===== src/rtl/t2c_maze_pkg.sv =====
// Shared codes for the maze world, explorer and bench.
// Move, heading, wall-bit and FSM state encodings.
package t2c_maze_pkg;

  typedef enum logic [2:0] {
    MV_STOP  = 3'd0,
    MV_FWD   = 3'd1,
    MV_LEFT  = 3'd2,
    MV_RIGHT = 3'd3,
    MV_UTURN = 3'd4
  } move_e;

  typedef enum logic [1:0] {
    HD_N = 2'd0,
    HD_E = 2'd1,
    HD_S = 2'd2,
    HD_W = 2'd3
  } heading_e;

  localparam int WALL_N = 0;
  localparam int WALL_E = 1;
  localparam int WALL_S = 2;
  localparam int WALL_W = 3;

  typedef enum logic [1:0] {
    ST_LOAD  = 2'd0,
    ST_RUN   = 2'd1,
    ST_DONE  = 2'd2,
    ST_ERROR = 2'd3
  } state_e;

  typedef struct packed {
    logic [3:0] col;
    logic [3:0] row;
    logic [1:0] hd;
  } pose_t;

endpackage


===== src/rtl/t2c_maze_wall_ram.sv =====
// Wall map: ROWS*COLS x 4, sync write, async read.
// Ports: clk, we/waddr/wdata write side, raddr/rdata read side.
module t2c_maze_wall_ram #(
  parameter int ROWS = 9,
  parameter int COLS = 9
) (
  input  logic       clk,
  input  logic       we,
  input  logic [6:0] waddr,
  input  logic [3:0] wdata,
  input  logic [6:0] raddr,
  output logic [3:0] rdata
);

  localparam int CELLS = ROWS * COLS;

  logic [3:0] mem [CELLS];

  always_ff @(posedge clk) begin
    if (we && (32'(waddr) < CELLS))
      mem[waddr] <= wdata;
  end

  always_comb begin
    rdata = 4'h0;
    if (32'(raddr) < CELLS)
      rdata = mem[raddr];
  end

endmodule


===== src/rtl/t2c_maze_world.sv =====
// Maze environment: pose tracking, wall sensing, flags, counters.
// Ports: clk/rst_n, start, map write (wr_*), move in; sensors, pose, flags, counts out.
module t2c_maze_world
  import t2c_maze_pkg::*;
#(
  parameter int ROWS    = 9,
  parameter int COLS    = 9,
  parameter int START_C = 4,
  parameter int START_R = 8,
  parameter int EXIT_C  = 4,
  parameter int EXIT_R  = 0
) (
  input  logic        clk,
  input  logic        rst_n,
  input  logic        start,
  input  logic        wr_en,
  input  logic [6:0]  wr_addr,
  input  logic [3:0]  wr_data,
  input  logic [2:0]  move,
  output logic        left,
  output logic        mid,
  output logic        right,
  output logic [3:0]  pos_col,
  output logic [3:0]  pos_row,
  output logic [1:0]  heading,
  output logic        done,
  output logic        collision,
  output logic [15:0] step_count,
  output logic [3:0]  deadend_count
);

  state_e      state_q, state_d;
  pose_t       pose_q, pose_d;
  logic [3:0]  walls_q, walls_d;
  logic [2:0]  sens_q, sens_d;
  logic        done_q, done_d;
  logic        coll_q, coll_d;
  logic [15:0] steps_q, steps_d;
  logic [3:0]  dead_q, dead_d;

  logic        ram_we;
  logic [6:0]  rd_addr;
  logic [3:0]  rd_data;

  logic [1:0]  nh;
  logic        is_adv;
  logic        is_ut;
  logic        in_b;
  logic [3:0]  tc;
  logic [3:0]  tr;
  logic        legal;
  logic        load_walls;

  assign ram_we = wr_en && (state_q == ST_LOAD);

  // The read port follows the next pose; walls_q keeps the
  // current cell so legality needs no second port.
  assign rd_addr =
    7'(32'(pose_d.row) * COLS + 32'(pose_d.col));

  t2c_maze_wall_ram #(
    .ROWS (ROWS),
    .COLS (COLS)
  ) u_ram (
    .clk   (clk),
    .we    (ram_we),
    .waddr (wr_addr),
    .wdata (wr_data),
    .raddr (rd_addr),
    .rdata (rd_data)
  );

  always_comb begin
    nh     = pose_q.hd;
    is_adv = 1'b0;
    is_ut  = 1'b0;
    unique case (1'b1)
      (move == MV_FWD): begin
        is_adv = 1'b1;
      end
      (move == MV_LEFT): begin
        nh     = pose_q.hd - 2'd1;
        is_adv = 1'b1;
      end
      (move == MV_RIGHT): begin
        nh     = pose_q.hd + 2'd1;
        is_adv = 1'b1;
      end
      (move == MV_UTURN): begin
        is_ut = 1'b1;
      end
      default: begin
        nh = pose_q.hd;
      end
    endcase
  end

  always_comb begin
    tc   = pose_q.col;
    tr   = pose_q.row;
    in_b = 1'b0;
    unique case (nh)
      HD_N: begin
        in_b = pose_q.row != 4'd0;
        tr   = pose_q.row - 4'd1;
      end
      HD_E: begin
        in_b = pose_q.col != 4'(COLS - 1);
        tc   = pose_q.col + 4'd1;
      end
      HD_S: begin
        in_b = pose_q.row != 4'(ROWS - 1);
        tr   = pose_q.row + 4'd1;
      end
      default: begin
        in_b = pose_q.col != 4'd0;
        tc   = pose_q.col - 4'd1;
      end
    endcase
    legal = is_adv && in_b && !walls_q[nh];
  end

  always_comb begin
    state_d    = state_q;
    pose_d     = pose_q;
    done_d     = done_q;
    coll_d     = coll_q;
    steps_d    = steps_q;
    dead_d     = dead_q;
    load_walls = 1'b0;
    if (start) begin
      state_d    = ST_RUN;
      pose_d.col = 4'(START_C);
      pose_d.row = 4'(START_R);
      pose_d.hd  = HD_N;
      done_d     = 1'b0;
      coll_d     = 1'b0;
      steps_d    = 16'h0;
      dead_d     = 4'h0;
      load_walls = 1'b1;
    end else if (state_q == ST_RUN) begin
      if (is_ut) begin
        pose_d.hd = pose_q.hd + 2'd2;
        if (dead_q != 4'hF)
          dead_d = dead_q + 4'd1;
      end else if (legal) begin
        pose_d.col = tc;
        pose_d.row = tr;
        pose_d.hd  = nh;
        load_walls = 1'b1;
        if (steps_q != 16'hFFFF)
          steps_d = steps_q + 16'd1;
        if (tc == 4'(EXIT_C) &&
            tr == 4'(EXIT_R)) begin
          done_d  = 1'b1;
          state_d = ST_DONE;
        end
      end else if (is_adv) begin
        coll_d  = 1'b1;
        state_d = ST_ERROR;
      end
    end
  end

  always_comb begin
    walls_d   = load_walls ? rd_data : walls_q;
    sens_d[1] = walls_d[pose_d.hd];
    sens_d[2] = walls_d[2'(pose_d.hd + 2'd3)];
    sens_d[0] = walls_d[2'(pose_d.hd + 2'd1)];
  end

  always_ff @(posedge clk) begin
    if (!rst_n) begin
      state_q    <= ST_LOAD;
      pose_q.col <= 4'(START_C);
      pose_q.row <= 4'(START_R);
      pose_q.hd  <= HD_N;
      walls_q    <= 4'h0;
      sens_q     <= 3'b000;
      done_q     <= 1'b0;
      coll_q     <= 1'b0;
      steps_q    <= 16'h0;
      dead_q     <= 4'h0;
    end else begin
      state_q <= state_d;
      pose_q  <= pose_d;
      walls_q <= walls_d;
      sens_q  <= sens_d;
      done_q  <= done_d;
      coll_q  <= coll_d;
      steps_q <= steps_d;
      dead_q  <= dead_d;
    end
  end

  assign left          = sens_q[2];
  assign mid           = sens_q[1];
  assign right         = sens_q[0];
  assign pos_col       = pose_q.col;
  assign pos_row       = pose_q.row;
  assign heading       = pose_q.hd;
  assign done          = done_q;
  assign collision     = coll_q;
  assign step_count    = steps_q;
  assign deadend_count = dead_q;

endmodule


===== config.mk =====
export PLATFORM = sky130hd
export DESIGN_NAME = t2c_maze_world
export DESIGN_NICKNAME = d
export VERILOG_FILES = /design/src/rtl/t2c_maze_pkg.sv /design/src/rtl/t2c_maze_wall_ram.sv /design/src/rtl/t2c_maze_world.sv
export SDC_FILE = /design/constraint.sdc
export NUM_CORES = 1
export LEC_CHECK = 0
export CORE_ASPECT_RATIO = 0.6
export CORE_UTILIZATION = 62
export DETAILED_ROUTE_END_ITERATION = 8
export PLACE_DENSITY = 0.81
export SYNTH_ARGS = -nofsm -noshare
export SYNTH_HDL_FRONTEND = slang
export SYNTH_SLANG_ARGS = --single-unit

===== constraint.sdc =====
create_clock -name clk -period 11.5 [get_ports clk]
set_clock_uncertainty 0.15 [all_clocks]
set_input_delay 1.15 -clock clk [delete_from_list [all_inputs] [get_ports clk]]
set_output_delay 1.15 -clock clk [all_outputs]
set_load 0.05 [all_outputs]

### Word level (Yosys, flattened, before mapping)

Memory sizes are Yosys's and may differ from the RTL's.
Cells that the tools add are included.

* equality and inequality tests: 15
* shift-type cells: 0
* bitwise operators: 3
* add/sub/neg operators: 12
* divide/modulo/power cells: 0
* magnitude comparators: 6
* reduce and logical (&&, ||, !) cells: 23
* $mul: 1
* mux-type cells: 33

Operators with widths (number)
* 10-bit two-way mux: 3
* 4-bit AND reduction: 5
* 16-bit by 1-bit adder with 16-bit output, second input constant: 1
* 16-bit inequality test, second input constant: 1
* 4-bit one-hot mux with 2 select lines: 2
* 1-bit two-way mux: 15
* 7-bit < comparator, second input constant: 2
* 4-bit by 1-bit adder with 4-bit output, second input constant: 3
* 2-bit by 3-bit < comparator with 1-bit output, second input constant: 4
* 4-bit inequality test, second input constant: 3
* 1-bit binary-select mux with 2-bit select: 4
* 2-bit two-way mux: 4
* 4-bit two-way mux: 2
* 8-bit two-way mux: 1
* 4-bit nonzero test: 2
* 4-bit by 1-bit subtractor with 4-bit output, second input constant: 2
* 7-bit by 4-bit adder with 7-bit output: 1
* 4-bit by 4-bit multiplier with 7-bit output, second input constant: 1
* 3-bit by 2-bit == test with 1-bit output, second input constant: 2
* 1-bit logical AND: 5
* 2-bit by 1-bit adder with 2-bit output, second input constant: 2
* 2-bit adder, second input constant: 2
* 2-bit by 1-bit == test with 1-bit output, second input constant: 2
* 4-bit by 3-bit == test with 1-bit output, second input constant: 1
* other kinds (18): 23

* bits of input ports: 18
* bits in writable memories: 324
* output and inout bits: 35
* memory bits (read-only): 0
* word-level logic and storage cells: 105
* flip-flop bits (word level): 41
* memories kept: 1
* latch bits: 0

Memory list
* u_ram.mem: words 81, width 4, read ports 1, clocked after memory_dff 0, wr ports 1, RTL line t2c_maze_wall_ram.sv:17 `logic [3:0] mem [CELLS];`

### Longest topological paths before layout

* word-level depth: 17
* gate-level depth with buffers: 27
* gate-level depth less buffers: 27

### By module

A second synthesis with hierarchy kept.

* cells, all modules: 991
* area total of the unflattened synthesis: 15811.4 um^2

By module, submodules not included
* t2c_maze_wall_ram: cells an instance 653, times used 1, area each 12992.5 um^2, sequential area each 9729.3 um^2
* t2c_maze_world: cells an instance 338, times used 1, area each 2819.0 um^2, sequential area each 820.8 um^2

### Worst setup path before layout

No wires, ideal clock.

* kind: input port to flip-flop
* from: in move[2]
* to: reg sens_q[1]
* buffers on the path: 4
* arrival time: 6.993 ns
* required time: 11.230 ns
* stages: 24
* slack: 4.237 ns
* library setup time: 0.120 ns
* path through: nand2b_1 nand2b_4 xnor2_4 ha_1 nor3b_1 a31oi_1 o21bai_1 a21oi_2 nand2_1 nor2_1 nor2_1 a211oi_1 ha_1 ha_1 clkbuf_1 buf_1 clkbuf_1 clkbuf_1 mux4_2 a31oi_1 nand4_1 a311oi_2 mux2i_1 a211o_1

RTL lines
* start: declaration: RTL line t2c_maze_world.sv:19 `input logic [2:0] move,`
* end signal: assignment: RTL line t2c_maze_world.sv:188 `sens_q <= sens_d;`
* end: declaration: RTL line t2c_maze_world.sv:35 `logic [2:0] sens_q, sens_d;`

==> flow_summary.yaml <==
detailed_routing:
  wl_per_cell_um: 25.89
  firstDrtPassIters: 6
  initialDrtViolationCount: 2012
  vias: 10338
  drt-vias-per-instance: 6.735
  routed_wl_um: 39740
  ant_nets: 0
  drc: 0
synthesis:
  yosysSeqAreaShare: 0.6734
  yosysTopAreaCellShare: 0.6210
  yosysMostFrequentCell: "edfxtp_1"
  synth-async-reset-ratio: 0
  postSynthAreaPerCell_sq_um: 13.83
  syn_area_sq_um: 15670
  netlist_top_cells_area: "edfxtp_1, mux4_2, dfxtp_1"
  synth.distinct_cells: 67
  yosysTopAreaCell: "edfxtp_1"
  synth.top_cells.by_count: "edfxtp_1, nand2_1, nor2_1"
  synth_edf_count: 324
  synthesis.nets: 1174
  ys.flop_type: "edfxtp_1"
  postSynthCellCount: 1133
  synth_warnings: 0
  synth_seq_cells: 365
timing:
  worst_pin_slew_ps: 1389
  slew_headroom: 0.07047
  timing.fmax_mhz: 119.2
  tns_ps: 0
  setup_violations: 0
  hold_viol: 0
  slew_viol_final: 0
  period_needed_ps: 8386
  period_share: 0.7293
  rsz0062_at_grt: "false"
floorplanning:
  start_util: 0.6395
  die_area_sq_um: 25930
  ios: 53
  die_w_um: 207.2
  core_area_sq_um: 24500
  rows: 44
  dieHeight_um: 125.1
power_and_ir_drop:
  p_per_area_nw_per_um2: 154.4
  leakagePower_nw: 5.688
  worst_ir_drop_vdd_v: 0.0001464
worst_setup_path:
  cp_max_fo: 34
  r2r_start: "heading[0]"
  crit_path_start_kind: "input port"
  ff2ff_setup_slack_ps: 3830
  required_ps: 11810
  regToRegEndpoint: "sens_q[1]"
  crit_arrival_ps: 8700
  reg2reg_depth: 23
  endpoint_kind: "register"
  worstSetupPathType: "in2reg"
min_path:
  hp-start: "step_count[11]"
  min-delay-path-class: "reg2reg"
  holdPathStages: 2
  holdPathEnd: "step_count[11]"
flow_run:
  cap_viol_max_count: 0
final_layout:
  nNetsFinal: 1235
  drive_above_1_share: 0.1063
  syn_to_final_growth_pct: 11.34
  diodes: 0
  final_area_sq_um: 17440
placed_design:
  dp_hpwl_um: 25610
  placed_area_sq_um: 16500
  portBuffers: 52
  gp_congestion: 0.9349
cts:
  clock_sinks: 365
  cts_max_level: 1
  clockBufferDepth: 3
  cts_root_buf: "clkbuf_16"
  post_cts_buffers: 0
  hold_buffers: 0
  cts_tree: "built"
  ctsResizeCount: 0
  cts_made_buffers: 31
  clkTransAtPathRegs_ps: 60
  clock_latency_ps: 580
global_routing:
  grt_start_max_net_pins: 87
  grt_pass1_vias: 9783
  antenna_found_initial: 1
  grt_pass1_wl_um: 60230
  grt_overflow: 0
  grt_usage: 0.3132
outcome:
  outcome: "finished, final reports clean"
layer usage:
| metal | track usage | vias to the layer above | routed length (um) |
|---|---|---|---|
| li1 | - | 4383 | - |
| met5 | 0 | - | 18 |
| met2 | 0.4171 | 826 | 16130 |
| met1 | 0.4884 | 5022 | 16170 |
| met4 | 0.07243 | 2 | 957 |
| met3 | 0.1148 | 105 | 6456 |
flip-flops by register name, indices dropped and copies added (netlist names):
name and count:
collision 1, deadend_count 4, done 1, heading 2, pos_col 4, pos_row 4, sens_q 3, state_q 2
step_count 16, u_ram.mem 324, walls_q 4
cell families (layout without fill, tap and decap cells):
group           after synthesis  count (layout)  share of synthesized area
compound gates              154             154                    0.06597
xor+xnor                     37              37                    0.02332
fa+ha+maj                    23              23                    0.01981
buf+inv                      66             146                    0.02092
flops                       365             365                     0.6734
mux                          77              77                    0.08498
simple gates                411             411                     0.1116
layout make-up:
cell class	instances	area, sq um
Clock buffer	38	812.0
Clock inverter	14	123.9
Sequential cell	365	10550
Multi-Input combinational cell	702	4816
Tap cell	322	402.9
Fill cell	1553	7056
Inverter	25	93.84
Timing Repair Buffer	69	644.4
power by group:
group          total [mW]  leakage, nW  switching (mW)  internal, mW
clock                1.01        0.464           0.469         0.543
sequential           1.45         3.24         0.00510          1.45
combinational       0.229         1.98           0.156        0.0728
total                2.69         5.69           0.630          2.06
how the worst max path moves through the flow:
| stage | cells past startpoint | from | end |
|---|---|---|---|
| after floorplan | 24 | move[2] | sens_q[1] |
| after global placement | 24 | move[2] | sens_q[1] |
| after detailed placement | 24 | move[2] | sens_q[1] |
| after CTS | 24 | move[2] | sens_q[1] |
| after global routing | 24 | move[2] | sens_q[1] |
| final | 24 | move[2] | sens_q[1] |
through the flow:
stage	setup slack (ps)	instances	utilization	hold WS (ps)	total power, mW
after global routing	2714	1535	0.7120	389.3	2.757
final	3114	1535	0.7120	352.7	2.693
after CTS	3200	1534	0.7115	353.7	2.682
after detailed placement	2617	1482	0.6733	316.4	1.701
after floorplan	4237	1133	-	310.0	1.614
after global placement	2983	1482	0.6733	310.5	1.696
worst max-delay path, stage by stage:
cell and delay [ps]:
clkdlybuf4s50_1 480, nand2b_1 250, nand2b_4 200, xnor2_4 260, ha_1 350, nor3b_1 80
a31oi_1 150, o21bai_1 120, a21oi_2 380, nand2_1 320, nor2_1 290, nor2_1 70
a211oi_1 420, ha_1 320, ha_2 200, fa_2 680, buf_4 370, nor2_1 1100
nand3_1 240, nand3_1 210, nand4_1 160, a311oi_2 420, mux2i_1 140, a211o_1 300
cells in the final DEF, fill, tap and decap left out, drive strengths merged, types with 23 or more instances in the layout:
master / instances
clkbuf: 38
a31oi: 23
nand3: 40
clkdlybuf4s50: 48
inv: 25
mux2i: 29
dfxtp: 41
nand2: 164
mux4: 42
edfxtp: 324
nor2: 151
a21oi: 44
Power figures use the tool's default switching activity.
